File: src/rtl/calendar_sequencer.sv
// Calendar date sequencer: day-tick advance with leap years and a checked date-load FSM.
// Optional weekday tracking is built when CALENDAR_WEEKDAY_EN is defined.
module calendar_sequencer #(
  parameter int YEAR_MAX = 974
) (
  input  logic       clk,
  input  logic       rst,
  input  logic       day_tick,
  input  logic       set_valid,
  output logic       set_ready,
  input  logic [4:0] set_day,
  input  logic [3:0] set_month,
  input  logic [9:0] set_year,
`ifdef CALENDAR_WEEKDAY_EN
  input  logic [2:0] set_wday,
  output logic [2:0] weekday,
`endif
  output logic       set_done,
  output logic       set_err,
  output logic [4:0] day,
  output logic [3:0] month,
  output logic [9:0] year,
  output logic       year_wrap,
  output logic       tick_overrun
);

  localparam logic [9:0] YMAX = 10'(YEAR_MAX);

  typedef enum logic [1:0] {ST_IDLE, ST_CHECK, ST_COMMIT} state_t;

  typedef struct packed {
    logic [4:0] d;
    logic [3:0] m;
    logic [9:0] y;
  } date_t;

  state_t r_state;
  date_t  r_date;
  date_t  r_ld;
  logic   r_pend;
  logic   r_done;
  logic   r_err;
  logic   r_wrap;
  logic   r_ovr;

  date_t      w_nxt;
  logic       w_wrap;
  logic [4:0] w_len_cur;
  logic [4:0] w_len_ld;
  logic [4:0] w_ld_day;
  logic       w_ld_bad;

`ifdef CALENDAR_WEEKDAY_EN
  logic [2:0] r_wday;
  logic [2:0] r_ld_wday;
  logic [2:0] w_wday_nxt;
`endif

  // Year is an offset from 2025; the Gregorian leap rule works on the absolute year.
  function automatic logic [4:0] f_mlen(input logic [3:0] m, input logic [9:0] y);
    logic [11:0] fy;
    logic        leap;
    fy   = 12'd2025 + {2'b00, y};
    leap = (fy[1:0] == 2'b00) &&
           (((fy % 12'd100) != 12'd0) || ((fy % 12'd400) == 12'd0));
    case (m)
      4'd4, 4'd6, 4'd9, 4'd11: f_mlen = 5'd30;
      4'd2:                    f_mlen = leap ? 5'd29 : 5'd28;
      default:                 f_mlen = 5'd31;
    endcase
  endfunction

  always_comb begin
    w_len_cur = f_mlen(r_date.m, r_date.y);
    w_nxt     = r_date;
    w_wrap    = 1'b0;
    if (r_date.d < w_len_cur) begin
      w_nxt.d = r_date.d + 5'd1;
    end else begin
      w_nxt.d = 5'd1;
      if (r_date.m == 4'd12) begin
        w_nxt.m = 4'd1;
        if (r_date.y >= YMAX) begin
          w_nxt.y = 10'd0;
          w_wrap  = 1'b1;
        end else begin
          w_nxt.y = r_date.y + 10'd1;
        end
      end else begin
        w_nxt.m = r_date.m + 4'd1;
      end
    end
  end

  always_comb begin
    w_len_ld = f_mlen(r_ld.m, r_ld.y);
    w_ld_day = (r_ld.d > w_len_ld) ? w_len_ld : r_ld.d;
    w_ld_bad = (r_ld.m == 4'd0) || (r_ld.m > 4'd12) || (r_ld.d == 5'd0) || (r_ld.y > YMAX);
`ifdef CALENDAR_WEEKDAY_EN
    if (r_ld_wday > 3'd6) w_ld_bad = 1'b1;
    w_wday_nxt = (r_wday == 3'd6) ? 3'd0 : r_wday + 3'd1;
`endif
  end

  always_ff @(posedge clk) begin
    if (rst) begin
      r_state <= ST_IDLE;
      r_date  <= '{d: 5'd1, m: 4'd1, y: 10'd0};
      r_ld    <= '{d: 5'd1, m: 4'd1, y: 10'd0};
      r_pend  <= 1'b0;
      r_done  <= 1'b0;
      r_err   <= 1'b0;
      r_wrap  <= 1'b0;
      r_ovr   <= 1'b0;
`ifdef CALENDAR_WEEKDAY_EN
      r_wday    <= 3'd3;
      r_ld_wday <= 3'd3;
`endif
    end else begin
      r_done <= 1'b0;
      r_err  <= 1'b0;
      r_wrap <= 1'b0;
      r_ovr  <= 1'b0;
      case (r_state)
        ST_IDLE: begin
          if (r_pend) begin
            // Deferred tick goes first; a fresh tick this cycle re-arms the slot.
            r_date <= w_nxt;
            r_wrap <= w_wrap;
            r_pend <= day_tick;
`ifdef CALENDAR_WEEKDAY_EN
            r_wday <= w_wday_nxt;
`endif
          end else begin
            if (day_tick) begin
              r_date <= w_nxt;
              r_wrap <= w_wrap;
`ifdef CALENDAR_WEEKDAY_EN
              r_wday <= w_wday_nxt;
`endif
            end
            if (set_valid) begin
              r_ld    <= '{d: set_day, m: set_month, y: set_year};
              r_state <= ST_CHECK;
`ifdef CALENDAR_WEEKDAY_EN
              r_ld_wday <= set_wday;
`endif
            end
          end
        end
        ST_CHECK: begin
          if (day_tick) begin
            if (r_pend) r_ovr  <= 1'b1;
            else        r_pend <= 1'b1;
          end
          if (w_ld_bad) begin
            r_err   <= 1'b1;
            r_state <= ST_IDLE;
          end else begin
            r_ld.d  <= w_ld_day;
            r_state <= ST_COMMIT;
          end
        end
        ST_COMMIT: begin
          if (day_tick) begin
            if (r_pend) r_ovr  <= 1'b1;
            else        r_pend <= 1'b1;
          end
          r_date  <= r_ld;
          r_done  <= 1'b1;
          r_state <= ST_IDLE;
`ifdef CALENDAR_WEEKDAY_EN
          r_wday <= r_ld_wday;
`endif
        end
        default: r_state <= ST_IDLE;
      endcase
    end
  end

  assign set_ready    = (r_state == ST_IDLE) && !r_pend;
  assign set_done     = r_done;
  assign set_err      = r_err;
  assign day          = r_date.d;
  assign month        = r_date.m;
  assign year         = r_date.y;
  assign year_wrap    = r_wrap;
  assign tick_overrun = r_ovr;
`ifdef CALENDAR_WEEKDAY_EN
  assign weekday      = r_wday;
`endif

endmodule

File: config.mk
export PLATFORM = sky130hd
export DESIGN_NAME = calendar_sequencer
export DESIGN_NICKNAME = d
export VERILOG_FILES = /design/src/rtl/calendar_sequencer.sv
export SDC_FILE = /design/constraint.sdc
export NUM_CORES = 1
export LEC_CHECK = 0
export BUFFER_PORTS_ARGS = -buffer_cell sky130_fd_sc_hd__buf_4
export CORE_MARGIN = 3
export CORE_UTILIZATION = 40
export DETAILED_ROUTE_END_ITERATION = 10
export PLACE_DENSITY_LB_ADDON = 0.3
export SLEW_MARGIN = 20
export SYNTH_ARGS = -nofsm -noshare
export SYNTH_HDL_FRONTEND = slang
export SYNTH_SLANG_ARGS = --single-unit
export TNS_END_PERCENT = 50
File: constraint.sdc
create_clock -name clk -period 10.1 [get_ports clk]
set_clock_uncertainty 0.05 [all_clocks]
set_input_delay 1.01 -clock clk [delete_from_list [all_inputs] [get_ports clk]]
set_output_delay 1.01 -clock clk [all_outputs]
set_load 0.02 [all_outputs]
== Yosys cells after proc, flatten, opt, wreduce, memory -nomap -nowiden ==
Index checks and enable logic that the tools add are counted.
W data, S select, Z words.

* Bits in registers: 45
* Bits of input ports: 23
* Output and inout bits: 24
* Word-level logic and storage cells: 114

* Add/subtract/negate cells: 5
* Div/mod/pow operators: 4
* $lt $le $gt $ge: 5
* Equal/unequal tests: 19
* Multiplexer cells: 32
* Bitwise logic cells: 5
* Reduce and logical (&&, ||, !) cells: 32

{| class="wikitable"
|+ Operator list
! cell !! number
|-
| $mux W19 || 4
|-
| $pmux W19 S2 || 1
|-
| $add A11 B10 Y12 const A || 2
|-
| $logic_not A12 Y1 || 2
|-
| $mod A12 B7 Y12 const B || 2
|-
| $mod A12 B9 Y12 const B || 2
|-
| $reduce_bool A12 Y1 || 2
|-
| $eq A4 B4 Y1 const B || 5
|-
| $mux W10 || 2
|-
| $eq A4 B3 Y1 const B || 4
|-
| $mux W5 || 3
|-
| $mux W14 || 1
|-
| $mux W1 || 12
|-
| $pmux W2 S2 || 3
|-
| $add A10 B1 Y10 const B || 1
|-
| $ge A10 B10 Y1 const B || 1
|-
| $gt A10 B10 Y1 const B || 1
|-
| $pmux W5 S2 || 1
|-
| $eq A4 B2 Y1 const B || 2
|-
| $ne A2 B2 Y1 const B || 4
|-
| $reduce_or A4 Y1 || 2
|-
| $logic_not A2 Y1 || 3
|-
| $mux W2 || 3
|-
| $reduce_and A2 Y1 || 3
|-
| 22 further kinds || 36
|}

== Logic depth before layout (Yosys ltp) ==
Gate-level depths: netlist of the first run.

* Word-level depth: 12
* Gate-level depth with buffers: 26
* Depth with buffers taken out: 24

== Worst setup path after synthesis of the first run ==
Ideal clock, no wire load.

* Kind: reg2reg
* From: register r_ld[0] (netlist bit)
* To: register r_ld[14] (netlist bit)
* Data arrival time: 5820 ps
* Slack: 4148 ps
* Cell stages (with the launch flop): 26
* Buffers on the path: 1
* Cells stage by stage: dfxtp_1 -> ha_1 -> buf_2 -> a211oi_1 -> nor2_1 -> mux2i_1 -> or3_4 -> o311ai_2 -> o221ai_2 -> or3_4 -> a211oi_4 -> nor3_1 -> o22ai_1 -> o311ai_2 -> xnor2_1 -> or3_1 -> a221oi_2 -> nor2_1 -> ha_1 -> nor2b_1 -> o2111ai_1 -> a21oi_1 -> nand2_1 -> a21oi_1 -> or3b_2 -> o2111ai_1

* Word-level cells in the longest chain between the ends: 10
* Elaborated cells on any way between the ends: 19

{| class="wikitable"
|+ Ends and longest elaborated chain
! item !! RTL line !! source
|-
| start: declaration || 39 || <nowiki>date_t r_ld;</nowiki>
|-
| start signal: assignment || 109 || <nowiki>r_ld <= '{d: 5'd1, m: 4'd1, y: 10'd0};</nowiki>
|-
| start signal: assignment || 143 || <nowiki>r_ld <= '{d: set_day, m: set_month, y: set_year};</nowiki>
|-
| $add A11 B10 Y12 || 63 || <nowiki>fy = 12'd2025 + {2'b00, y};</nowiki>
|-
| $mod A12 B7 Y12 / $mod A12 B9 Y12 (equally long branches) || 65 || <nowiki>(((fy % 12'd100) != 12'd0) || ((fy % 12'd400) == 12'd0));</nowiki>
|-
| $reduce_bool A12 Y1 / $logic_not A12 Y1 (equally long branches) || 65 ||
|-
| $logic_or A1 B1 Y1 || 65 ||
|-
| $logic_and A1 B1 Y1 || 64 || <nowiki>leap = (fy[1:0] == 2'b00) &&</nowiki>
|-
| $mux W1 || 68 || <nowiki>4'd2: f_mlen = leap ? 5'd29 : 5'd28;</nowiki>
|-
| $pmux W2 S2 || 66 || <nowiki>case (m)</nowiki>
|-
| $gt A5 B5 Y1 / $mux W5 (equally long branches) || 97 || <nowiki>w_ld_day = (r_ld.d > w_len_ld) ? w_len_ld : r_ld.d;</nowiki>
|-
| $ne A2 B2 Y1 (no source line) / $mux W5 (equally long branches) || n/a ||
|-
| $reduce_and A5 Y1 (no source line) / $pmux W5 S2 (equally long branches) || n/a ||
|}

Parallel ways exist; a longest one is shown, timed or not. The select of a mux whose other input is x is not followed.
A chain may end at the register's enable or synchronous reset.

== Worst setup path after layout of the first run ==
* From: register r_ld[1] (netlist bit)
* To: register r_ld[14] (netlist bit)

The elaborated chain is that of the path after synthesis.

==> metrics.md, run 1 <==
| Metric | Value |
|---|---|
| CP max FO | 10 |
| Reg clk slew, reported paths | 60 ps |
| Hold/Removal Path Class | reg2reg |
| Gr usage total | 19.62% |
| Setup bufs post-CTS | 0 |
| Core Footprint | 0.01216 mm² |
| Die area | 0.01395 mm² |
| DR WL/cell | 16.74 µm |
| Layout cells sized above 1 | 14.14% |
| FFs w/ async S/R, synth | 0% |
| Post-Synthesis Cells | 687 |
| Final WL | 14,410 µm |
| Routability Congestion | 0.9635 |
| Max_cap viols | 0 |
| CTS root buffer | clkbuf_16 |
| Clock sinks | 45 |
| Layout Nets | 733 |
| Cell variety after synth | 96 |
| PD cells | 123.1 mW/mm² |
| Peak VDD IR | 0.07874 mV |
| Cell Area, Placed | 0.005363 mm² |
| Largest net degree at the start of global routing | 46 |
| Synthesis warning total | 0 |
| Hold WS | 457.6 ps |
| Initial core utilization | 41.35% |
| Post-CTS Hold Fix Bufs | 0 |
| Worst EP required | 10,250 ps |
| Final min period | 6972 ps |
| Synth Register Bits | 45 |
| Area grow syn2layout | 9.381% |
| Crit path launch type | flop |
| Main synth FF type | dfxtp_1 |
| Reg2Reg Depth | 24 |
| Initial DRC count | 563 |
| Via count | 5,367 |
| Vias in the first global route | 4,893 |
| Max-slew violations | 0 |
| CP arrival | 7120 ps |
| Fin cells | 861 |
| Hold path depth | 2 |
| Max transition margin | 32.09% |
| Post-CTS sizing | 0 |
| Final instance area | 0.005500 mm² |
| Routed Antenna Nets | 0 |
| Die W | 118.1 µm |
| Syn Std Cell Area | 0.005029 mm² |
| Die Span Y | 118.1 µm |
| 1st-pass router iterations | 5 |
| Clock tree from TritonCTS | done |
| Fmax | 143.4 MHz |
| Post-route DRC | 0 |
| Unrepaired setup endpoints after global routing | no |
| Clk_lat worst skew | 280 ps |
| HPWL after DPL | 10,600 µm |
| Setup WS post-layout | 3128 ps |
| IO Pins | 47 |
| Hold Crit Endpoint | r_state[1] |
| Port Buffer Count | 46 |
| Mean Syn Cell Area | 7.320 µm² |
| Leakage | 0.001957 µW |
| Pre-CTS setup slack | 3302 ps |
| EDFF count, synth | 0 |
| Critical Path Sink Type | flop |
| Average vias per placed instance | 6.233 |
| Most frequent cells in the layout | nand2_1 (68), a21oi_1 (68), nor2_1 (52) |
| Worst R2R End | r_ld[14] |
| Least-Margin Pin Slew | 1011 ps |
| Final setup vio count | 0 |
| Placed Cells | 854 |
| Hold Vio Cnt, Final | 0 |
| Final worst-path cycle share | 69.03% |
| Initial antenna violation count | 0 |
| Reg2Reg Setup Slack | 3130 ps |
| Setup TNS | 0 ps |
| Status | finished, final reports clean |
| Hold Crit Start | r_state[1] |
| Worst Setup Path Type | reg2reg |
| Congestion Overflow GR | 0 |
| First-pass GRT wire length | 23,860 µm |
| N_diodes | 0 |
| H-tree depth | 2 |
| Inserted Clock Buffers | 5 |
| Max Buffers Root-to-Sink | 2 |
| Row count | 40 |
| R2R Path Start | r_ld[1] |
| Register area share after synthesis | 17.91% |
| Syn Nets | 727 |
==> sequential cells by signal, indices dropped and copies added, names as in the netlist <==
name and count:
r_ld 19, year 10, day 5, month 4
r_state 2, r_pend 1, set_done 1, set_err 1
tick_overrun 1, year_wrap 1
==> layer usage <==
layer	up-vias	routed length [µm]	track usage (%)
met1	2547	6810	27.08
met5	-	0	0
met2	159	6735	32.15
met4	0	242	5.714
met3	24	621	2.210
li1	2637	-	-
==> cell type report <==
class,instances,area [µm²]
Multi-Input combinational cell,571,3805
Inverter,21,78.83
Clock inverter,1,8.758
Timing Repair Buffer,49,367.9
Fill cell,1249,6661
Tap cell,168,210.2
Sequential cell,45,900.9
Clock buffer,6,128.9
==> stage by stage <==
step | total power [µW] | utilization [%]
after global routing | 717.9 | 45.23
after floorplan | 451.6 | -
after global placement | 512.1 | 44.09
after CTS | 674.0 | 45.23
final | 676.9 | 45.23
after detailed placement | 516.5 | 44.09
==> report_power, final <==
group | internal [µW] | switching, µW | leakage [µW]
Combinational | 117 | 180 | 0.00152
Sequential | 192 | 30.1 | 0.000367
Clock | 90.9 | 66.6 | 0.0000669
==> cells in the mapped netlist (all sizes together) (11+ instances only) <==
cell type   n  area (µm²)
nand2      68       255.2
a21oi      74       400.4
o21ai      32       160.2
ha         17       212.7
a211oi     14       117.6
nor4       11       75.07
clkbuf     25       93.84
nor2       52       195.2
nor3       35       191.4
buf        25       150.1
nand3      25       125.1
xnor2      19       166.4
o31ai      12       100.1
dfxtp      45       900.9
a31oi      13       93.84
inv        20       75.07
o311ai     13       143.9
==> worst max path at each step <==
stage	start	endpoint	slack, ps	cells past startpoint
3_3_place_gp	r_ld[1]	r_ld[14]	3590	24
3_5_place_dp	r_ld[1]	r_ld[14]	3300	24
4_1_cts	r_ld[0]	r_ld[14]	3250	24
5_1_grt	r_ld[0]	r_ld[14]	2570	24
2_1_floorplan	r_ld[0]	r_ld[14]	4150	25
6_report	r_ld[1]	r_ld[14]	3130	24
==> worst max-delay path, stage by stage, from the launching register on <==
cell and delay [ps]:
dfxtp_1 420, ha_1 360, a211oi_1 470, o21a_1 210
mux2_2 340, a2111oi_0 450, o31a_1 230, xor2_1 470
a31oi_1 190, a31oi_1 260, a21oi_1 180, o22ai_1 240
o311ai_2 140, xnor2_1 180, or3_1 390, a221oi_2 370
nor2_1 100, ha_1 190, nor2b_1 100, o2111ai_1 100
a21oi_1 130, nand2_1 60, a21oi_1 570, or3b_2 500
o2111ai_1 200
==> cells by family (layout without fill, tap and decap cells) <==
logic type,count (synthesis),after routing,synth area share [%]
adders and majority gates,18,18,4.429
AOI/OAI and AO/OA,245,245,35.83
and+or+nand+nor,272,272,28.69
DFF,45,45,17.91
buffers and inverters,71,77,6.419
xor gates and xnor gates,24,24,4.180
muxes,12,12,2.538
Note: power is estimated with default switching activity, not from simulation.
==> run 2, diff against run 1 <==
- ABC_AREA: default -> 1
- clock period: 10.1 -> 7.05 ns (I/O delays scaled with it)
==> run 2 against run 1 <==
Net effect: die area is 18% lower; worst setup slack worse by 1600 ps; register-to-register slack worse by 1600 ps; first-iteration DRC count is 44% lower; hold slack worse by 12 ps; synthesized area is 19% lower; synthesized cell count is 0.58% lower; flip-flop and latch count stayed put; non-clock buffer count is 2 lower; via count is 17% lower; utilization is 2.0 points higher; critical path type unchanged.
==> metrics.md, run 2 <==
| Metric | Value |
|---|---|
| Status | finished, final reports clean |
| Top cells by count, synth | nand2_1 (182), inv_1 (83), nor2_1 (71) |
| Synthesis warning total | 0 (unchanged) |
| Setup WS post-layout | 1498 ps (-1631 ps) |
| Average vias per placed instance | 5.193 (-17%) |
| Top cells by area, synth | dfxtp_1 (22%), nand2_1 (17%), inv_1 (7.7%) |
| R2R Path Start | r_ld[1] |
| Main synth FF type | dfxtp_1 |
| CP max-delay cell | dfxtp_1 |
| Critical Path Start | r_ld[1] |
| Mean Syn Cell Area | 5.948 µm² (-19%) |
| Max-slew violations | 0 (unchanged) |
| Final WL | 10,570 µm (-27%) |
| DR WL/cell | 12.30 µm (-26%) |
| Vias in the first global route | 4,168 (-15%) |
| Core Footprint | 0.009819 mm² (-19%) |
| Final min period | 5552 ps (-1419 ps) |
| Max Buffers Root-to-Sink | 2 (unchanged) |
| Initial antenna violation count | 0 (unchanged) |
| Worst Setup Path Type | reg2reg |
| Post-Synthesis Cells | 683 (-0.58%) |
| EDFF count, synth | 0 (unchanged) |
| Comb power frac | 61.9% (+18 points) |
| Worst R2R End | r_ld[16] |
| CP max stage delay | 430 ps (-140 ps) |
| Final worst-path cycle share | 78.76% (+9.7 points) |
| Congestion Overflow GR | 0 (unchanged) |
| Hold Vio Cnt, Final | 0 (unchanged) |
| Leakage | 0.002312 µW (+18%) |
| Layout Nets | 765 (+4.4%) |
| Final setup vio count | 0 (unchanged) |
| Clock sinks | 45 (unchanged) |
| Inserted Clock Buffers | 5 (unchanged) |
| Int Power | 671.8 µW (+68%) |
| CTS root buffer | clkbuf_8 |
| CP arrival | 5740 ps (-1380 ps) |
| Hold WS | 445.9 ps (-11.70 ps) |
| Critical Path Sink Type | flop |
| IO Pins | 47 (unchanged) |
| Syn Std Cell Area | 0.004063 mm² (-19%) |
| Share of the synthesized area in the top cell type | 22.17% (+4.3 points) |
| CP Capture Point | r_ld[16] |
| Initial DRC count | 318 (-44%) |
| Reg clk slew, reported paths | 90 ps (+30 ps) |
| Post-CTS sizing | 0 (unchanged) |
| Gr usage total | 18.91% (-0.70 points) |
| First-pass GRT wire length | 18,210 µm (-24%) |
| Via count | 4,461 (-17%) |
| Top-count cell post-synth | nand2_1 |
| Routability Congestion | 0.8637 (-10%) |
| Fmax | 180.1 MHz (+26%) |
| Max_cap viols | 0 (unchanged) |
| Net Sw Power | 687.0 µW (+150%) |
| Port Buffer Count | 46 (unchanged) |
| Cell variety after synth | 42 (-56%) |
| Die W | 106.8 µm (-9.6%) |
| Row count | 36 (-10%) |
| Setup bufs post-CTS | 0 (unchanged) |
| Yosys top cell by area | dfxtp_1 |
| PD cells | 292.7 mW/mm² (+140%) |
| Synth Register Bits | 45 (unchanged) |
| FFs w/ async S/R, synth | 0% (unchanged) |
| Die area | 0.01140 mm² (-18%) |
| CP max FO | 8 (-2) |
| Peak VDD IR | 0.1593 mV (+100%) |
| Worst EP required | 7240 ps (-3010 ps) |
| Crit path launch type | flop |
| Sequential group share of total power | 23.0% (-9.8 points) |
| Layout cells sized above 1 | 13.22% (-0.92 points) |
| Commonest non-fill, non-tap cell in the layout | nand2_1 |
| Syn Nets | 723 (-0.55%) |
| Setup TNS | 0 ps (unchanged) |
| Die Span Y | 106.8 µm (-9.6%) |
| Largest net degree at the start of global routing | 38 (-17%) |
| Max transition margin | 35.67% (+3.6 points) |
| Most frequent cells in the layout | nand2_1 (182), inv_1 (83), nor2_1 (71) |
| Clock tree from TritonCTS | done |
| Area grow syn2layout | 14.26% |
| Unrepaired setup endpoints after global routing | no |
| H-tree depth | 2 (unchanged) |
| 1st-pass router iterations | 7 (+2) |
| Hold/Removal Path Class | reg2reg |
| Max reg flops | 19 (unchanged) |
| Switching Fraction | 50.56% (+9.6 points) |
| Register area share after synthesis | 22.17% (+4.3 points) |
| Clk pwr share | 15.2% (-8.1 points) |
| Least-Margin Pin Slew | 959.0 ps (-52.43 ps) |
| Clk_lat worst skew | 310 ps (+30 ps) |
| HPWL after DPL | 8420 µm (-21%) |
| N_diodes | 0 (unchanged) |
| Routed Antenna Nets | 0 (unchanged) |
| Reg2Reg Depth | 43 (+79%) |
| Initial core utilization | 41.37% (about the same) |
| Pre-CTS setup slack | 1515 ps (-1787 ps) |
| Biggest register | r_ld |
| Post-route DRC | 0 (unchanged) |
| Crit path top cell by count | nand2_1 |
| Reg2Reg Setup Slack | 1500 ps (-1630 ps) |
| Post-CTS Hold Fix Bufs | 0 (unchanged) |
## run 2: changes by cell type in the layout (fill, tap and decap cells not counted), sizes merged, moves of 22 or more
cell	change
nand2	+131
inv	+75
a21oi	-35
nand3	+33
nor3	-28
nor2	+24
o21ai	+22
## run 2: critical path: cells and delay by family, from the launching register on
family | cells | cell delay (ps)
AOI/OAI and AO/OA | 5 | 970
xor gates and xnor gates | 1 | 230
adders and majority gates | 2 | 490
buffers and inverters | 5 | 440
DFF | 1 | 430
and+or+nand+nor | 30 | 2860
## run 2: cells by family (layout without fill, tap and decap cells)
family                   Yosys count  in the layout  share of synthesized area [%]
AO/OA/AOI/OAI                    121            121                          16.54
adder cells (fa/ha/maj)           17             17                          5.236
flip-flops                        45             45                          22.17
buffers and inverters            107            150                          10.22
AND/OR/NAND/NOR                  376            376                          42.16
XOR/XNOR                          17             17                          3.665
## run 2: metrics by stage
step	util, %	power (µW)	cell area (µm²)	instances
3_5_place_dp	46.06	1151	4523	851
4_1_cts	47.27	1360	4642	859
2_1_floorplan	-	987.0	4063	683
6_report	47.27	1359	4642	859
5_1_grt	47.27	1529	4642	859
3_3_place_gp	46.06	1120	4523	851
## run 2: power groups by stage
stage | Combinational, µW | Sequential (µW) | Clock [µW]
after floorplan | 671 | 316 | 0
after global placement | 803 | 317 | 0
after detailed placement | 833 | 318 | 0
after CTS | 837 | 312 | 211
after global routing | 988 | 316 | 224
final | 841 | 312 | 206
## run 2: layout make-up
class / count / area [µm²]
fill: 1077 / 5177
multi-input combinational: 531 / 2746
sequential: 45 / 900.9
inverter: 95 / 356.6
timing repair buffer: 47 / 352.8
tap: 133 / 166.4
clock buffer: 5 / 68.82
clock inverter: 3 / 50.05
## run 2: worst min path at each step
stage,start,to,slack (ps),depth (start not counted)
3_3_place_gp,r_ld[14],r_ld[14],420,2
4_1_cts,r_state[1],r_state[1],450,2
6_report,r_state[1],r_state[1],450,2
5_1_grt,r_state[1],r_state[1],490,2
3_5_place_dp,r_state[1],r_state[1],430,2
2_1_floorplan,r_ld[14],r_ld[14],390,2
## run 2: per-layer routing
layer | vias to the layer above | part of all wire, % | track usage (%)
met2 | 85 | 49 | 33.59
met1 | 2026 | 47 | 24.31
li1 | 2343 | - | -
met4 | 0 | 0.77 | 4.018
met3 | 7 | 3.7 | 2.709
met5 | - | 0 | 0
==> run 3, diff against run 2 <==
- ABC_AREA: 1 -> 0
- clock period: 7.05 -> 4.72 ns (I/O delays scaled with it)
==> run 3 against run 2 <==
Net effect: the run now ends with negative setup slack left; worst setup slack got worse by 2300 ps; combinational power increased by 26%; routed wire length increased by 63%; critical path type unchanged; critical endpoint is now r_ld[14].
==> metrics.md, run 3 (synthesis results as in run 1) <==
| Metric | Value |
|---|---|
| Status | finished, violations left |
| Failing checks | negative setup slack |
| Setup TNS | -3512 ps (-3512 ps) |
| Worst Setup Path Type | reg2reg |
| 1st-pass router iterations | 5 (-2) |
| Routability Congestion | 0.8843 (+2.4%) |
| CP max-delay cell | or3b_4 |
| CTS root buffer | clkbuf_16 |
| Setup WS post-layout | -812.5 ps (-2310 ps) |
| Initial core utilization | 41.35% (about the same) |
| Initial DRC count | 533 (+68%) |
| Max reg flops | 19 (unchanged) |
| Max-slew violations | 0 (unchanged) |
| Layout cells sized above 1 | 35.25% (+22 points) |
| Final min period | 5532 ps (-20.00 ps) |
| Row count | 40 (+11%) |
| Gr usage total | 22.95% (+4.0 points) |
| Crit path top cell by count | buf_4 |
| Inserted Clock Buffers | 5 (unchanged) |
| Core Footprint | 0.01216 mm² (+24%) |
| Via count | 6,007 (+35%) |
| IO Pins | 47 (unchanged) |
| Average vias per placed instance | 5.995 (+15%) |
| First-pass GRT wire length | 27,610 µm (+52%) |
| Area grow syn2layout | 40.01% |
| Most frequent cells in the layout | buf_4 (181), nand2_1 (68), a21oi_1 (64) |
| H-tree depth | 2 (unchanged) |
| Final WL | 17,230 µm (+63%) |
| HPWL after DPL | 12,570 µm (+49%) |
| Clk_lat worst skew | 290 ps (-20 ps) |
| Hold/Removal Path Class | in2reg |
| Vias in the first global route | 5,701 (+37%) |
| Max_cap viols | 0 (unchanged) |
| Worst EP required | 4880 ps (-2360 ps) |
| Clock sinks | 45 (unchanged) |
| Die Span Y | 118.1 µm (+11%) |
| Port Buffer Count | 46 (unchanged) |
| Placed Cells | 970 (+14%) |
| CP max FO | 7 (-1) |
| N_diodes | 0 (unchanged) |
| CP max stage delay | 390 ps (-40 ps) |
| Die area | 0.01395 mm² (+22%) |
| DR WL/cell | 17.19 µm (+40%) |
| Leakage | 0.002746 µW (+19%) |
| PD cells | 264.5 mW/mm² (-9.6%) |
| Critical Path Sink Type | flop |
| Least-Margin Pin Slew | 1102 ps (+143.0 ps) |
| Post-route DRC | 0 (unchanged) |
| Reg clk slew, reported paths | 60 ps (-30 ps) |
| Peak VDD IR | 0.2206 mV (+38%) |
| Final worst-path cycle share | 117.2% (+38 points) |
| Pre-CTS setup slack | -864.4 ps (-2379 ps) |
| Commonest non-fill, non-tap cell in the layout | buf_4 |
| Biggest register | r_ld |
| Final setup vio count | 5 (+5) |
| Routed Antenna Nets | 0 (unchanged) |
| Crit path launch type | flop |
| Pwr Total | 1863 µW (+37%) |
| Unrepaired setup endpoints after global routing | yes |
| Congestion Overflow GR | 0 (unchanged) |
| Fin cells | 1,002 (+17%) |
| Layout Nets | 873 (+14%) |
| Largest net degree at the start of global routing | 46 (+21%) |
| Fmax | 180.8 MHz (+0.36%) |
| Hold Vio Cnt, Final | 0 (unchanged) |
| Initial antenna violation count | 0 (unchanged) |
| Post-CTS Hold Fix Bufs | 0 (unchanged) |
| Die W | 118.1 µm (+11%) |
| Max Buffers Root-to-Sink | 2 (unchanged) |
| Clock tree from TritonCTS | done |
| CP arrival | 5690 ps (-50 ps) |
| Max transition margin | 25.76% (-9.9 points) |
-- run 3: critical path: cells and delay by family, from the launching register on --
family | cells | cell delay, ps
xor+xnor | 1 | 180
flops | 1 | 370
mux | 1 | 180
simple gates | 7 | 1520
compound gates | 12 | 2220
fa+ha+maj | 2 | 370
buf+inv | 4 | 550
-- run 3: path summary, 6_finish.rpt --
path              slack [ps]  cells past startpoint         start        to
hold / removal           360                      3  set_month[0]  r_ld[10]
setup / recovery        -810                     27       r_ld[0]  r_ld[14]
setup reg to reg        -810                     27       r_ld[0]  r_ld[14]
hold reg to reg          450                      2      r_ld[14]  r_ld[14]
-- run 3: through the flow --
stage / instance area (µm²) / hold WS (ps) / util, %
2_1_floorplan: 5086 / 392.0 / -
3_3_place_gp: 6297 / 405.6 / 51.78
3_5_place_dp: 6297 / 428.6 / 51.78
4_1_cts: 6678 / 352.7 / 54.91
5_1_grt: 7041 / 377.3 / 57.89
6_report: 7041 / 357.7 / 57.89
-- run 3: timing repair --
action / 4_1_cts / 5_1_grt
setup endpoints to repair: 14 / 24
buffers inserted: 9 / 16
pin swaps: 17 / 26
gates resized for setup: 28 / 55
-- run 3: power breakdown --
group          total, µW  switching [µW]  internal [µW]
sequential           457            45.4            412
clock                345             151            194
combinational       1060             548            512
total               1860             744           1120
-- run 3: area by class of cell --
class                   instances  area [µm²]
clock inverters                 3       17.52
repair buffers                189        1458
flip-flops and latches         45       917.1
clock buffers                   5       125.1
well taps                     168       210.2
multi-input cells             571        4234
fillers                      1088        5121
inverters                      21       78.83
-- run 3: per-layer routing --
metal | global-route usage [%] | vias to the layer above | wire length (µm)
li1 | - | 2915 | -
met3 | 2.355 | 40 | 793
met4 | 6.227 | 0 | 386
met5 | 0 | - | 0
met1 | 30.06 | 2841 | 7622
met2 | 40.01 | 211 | 8427
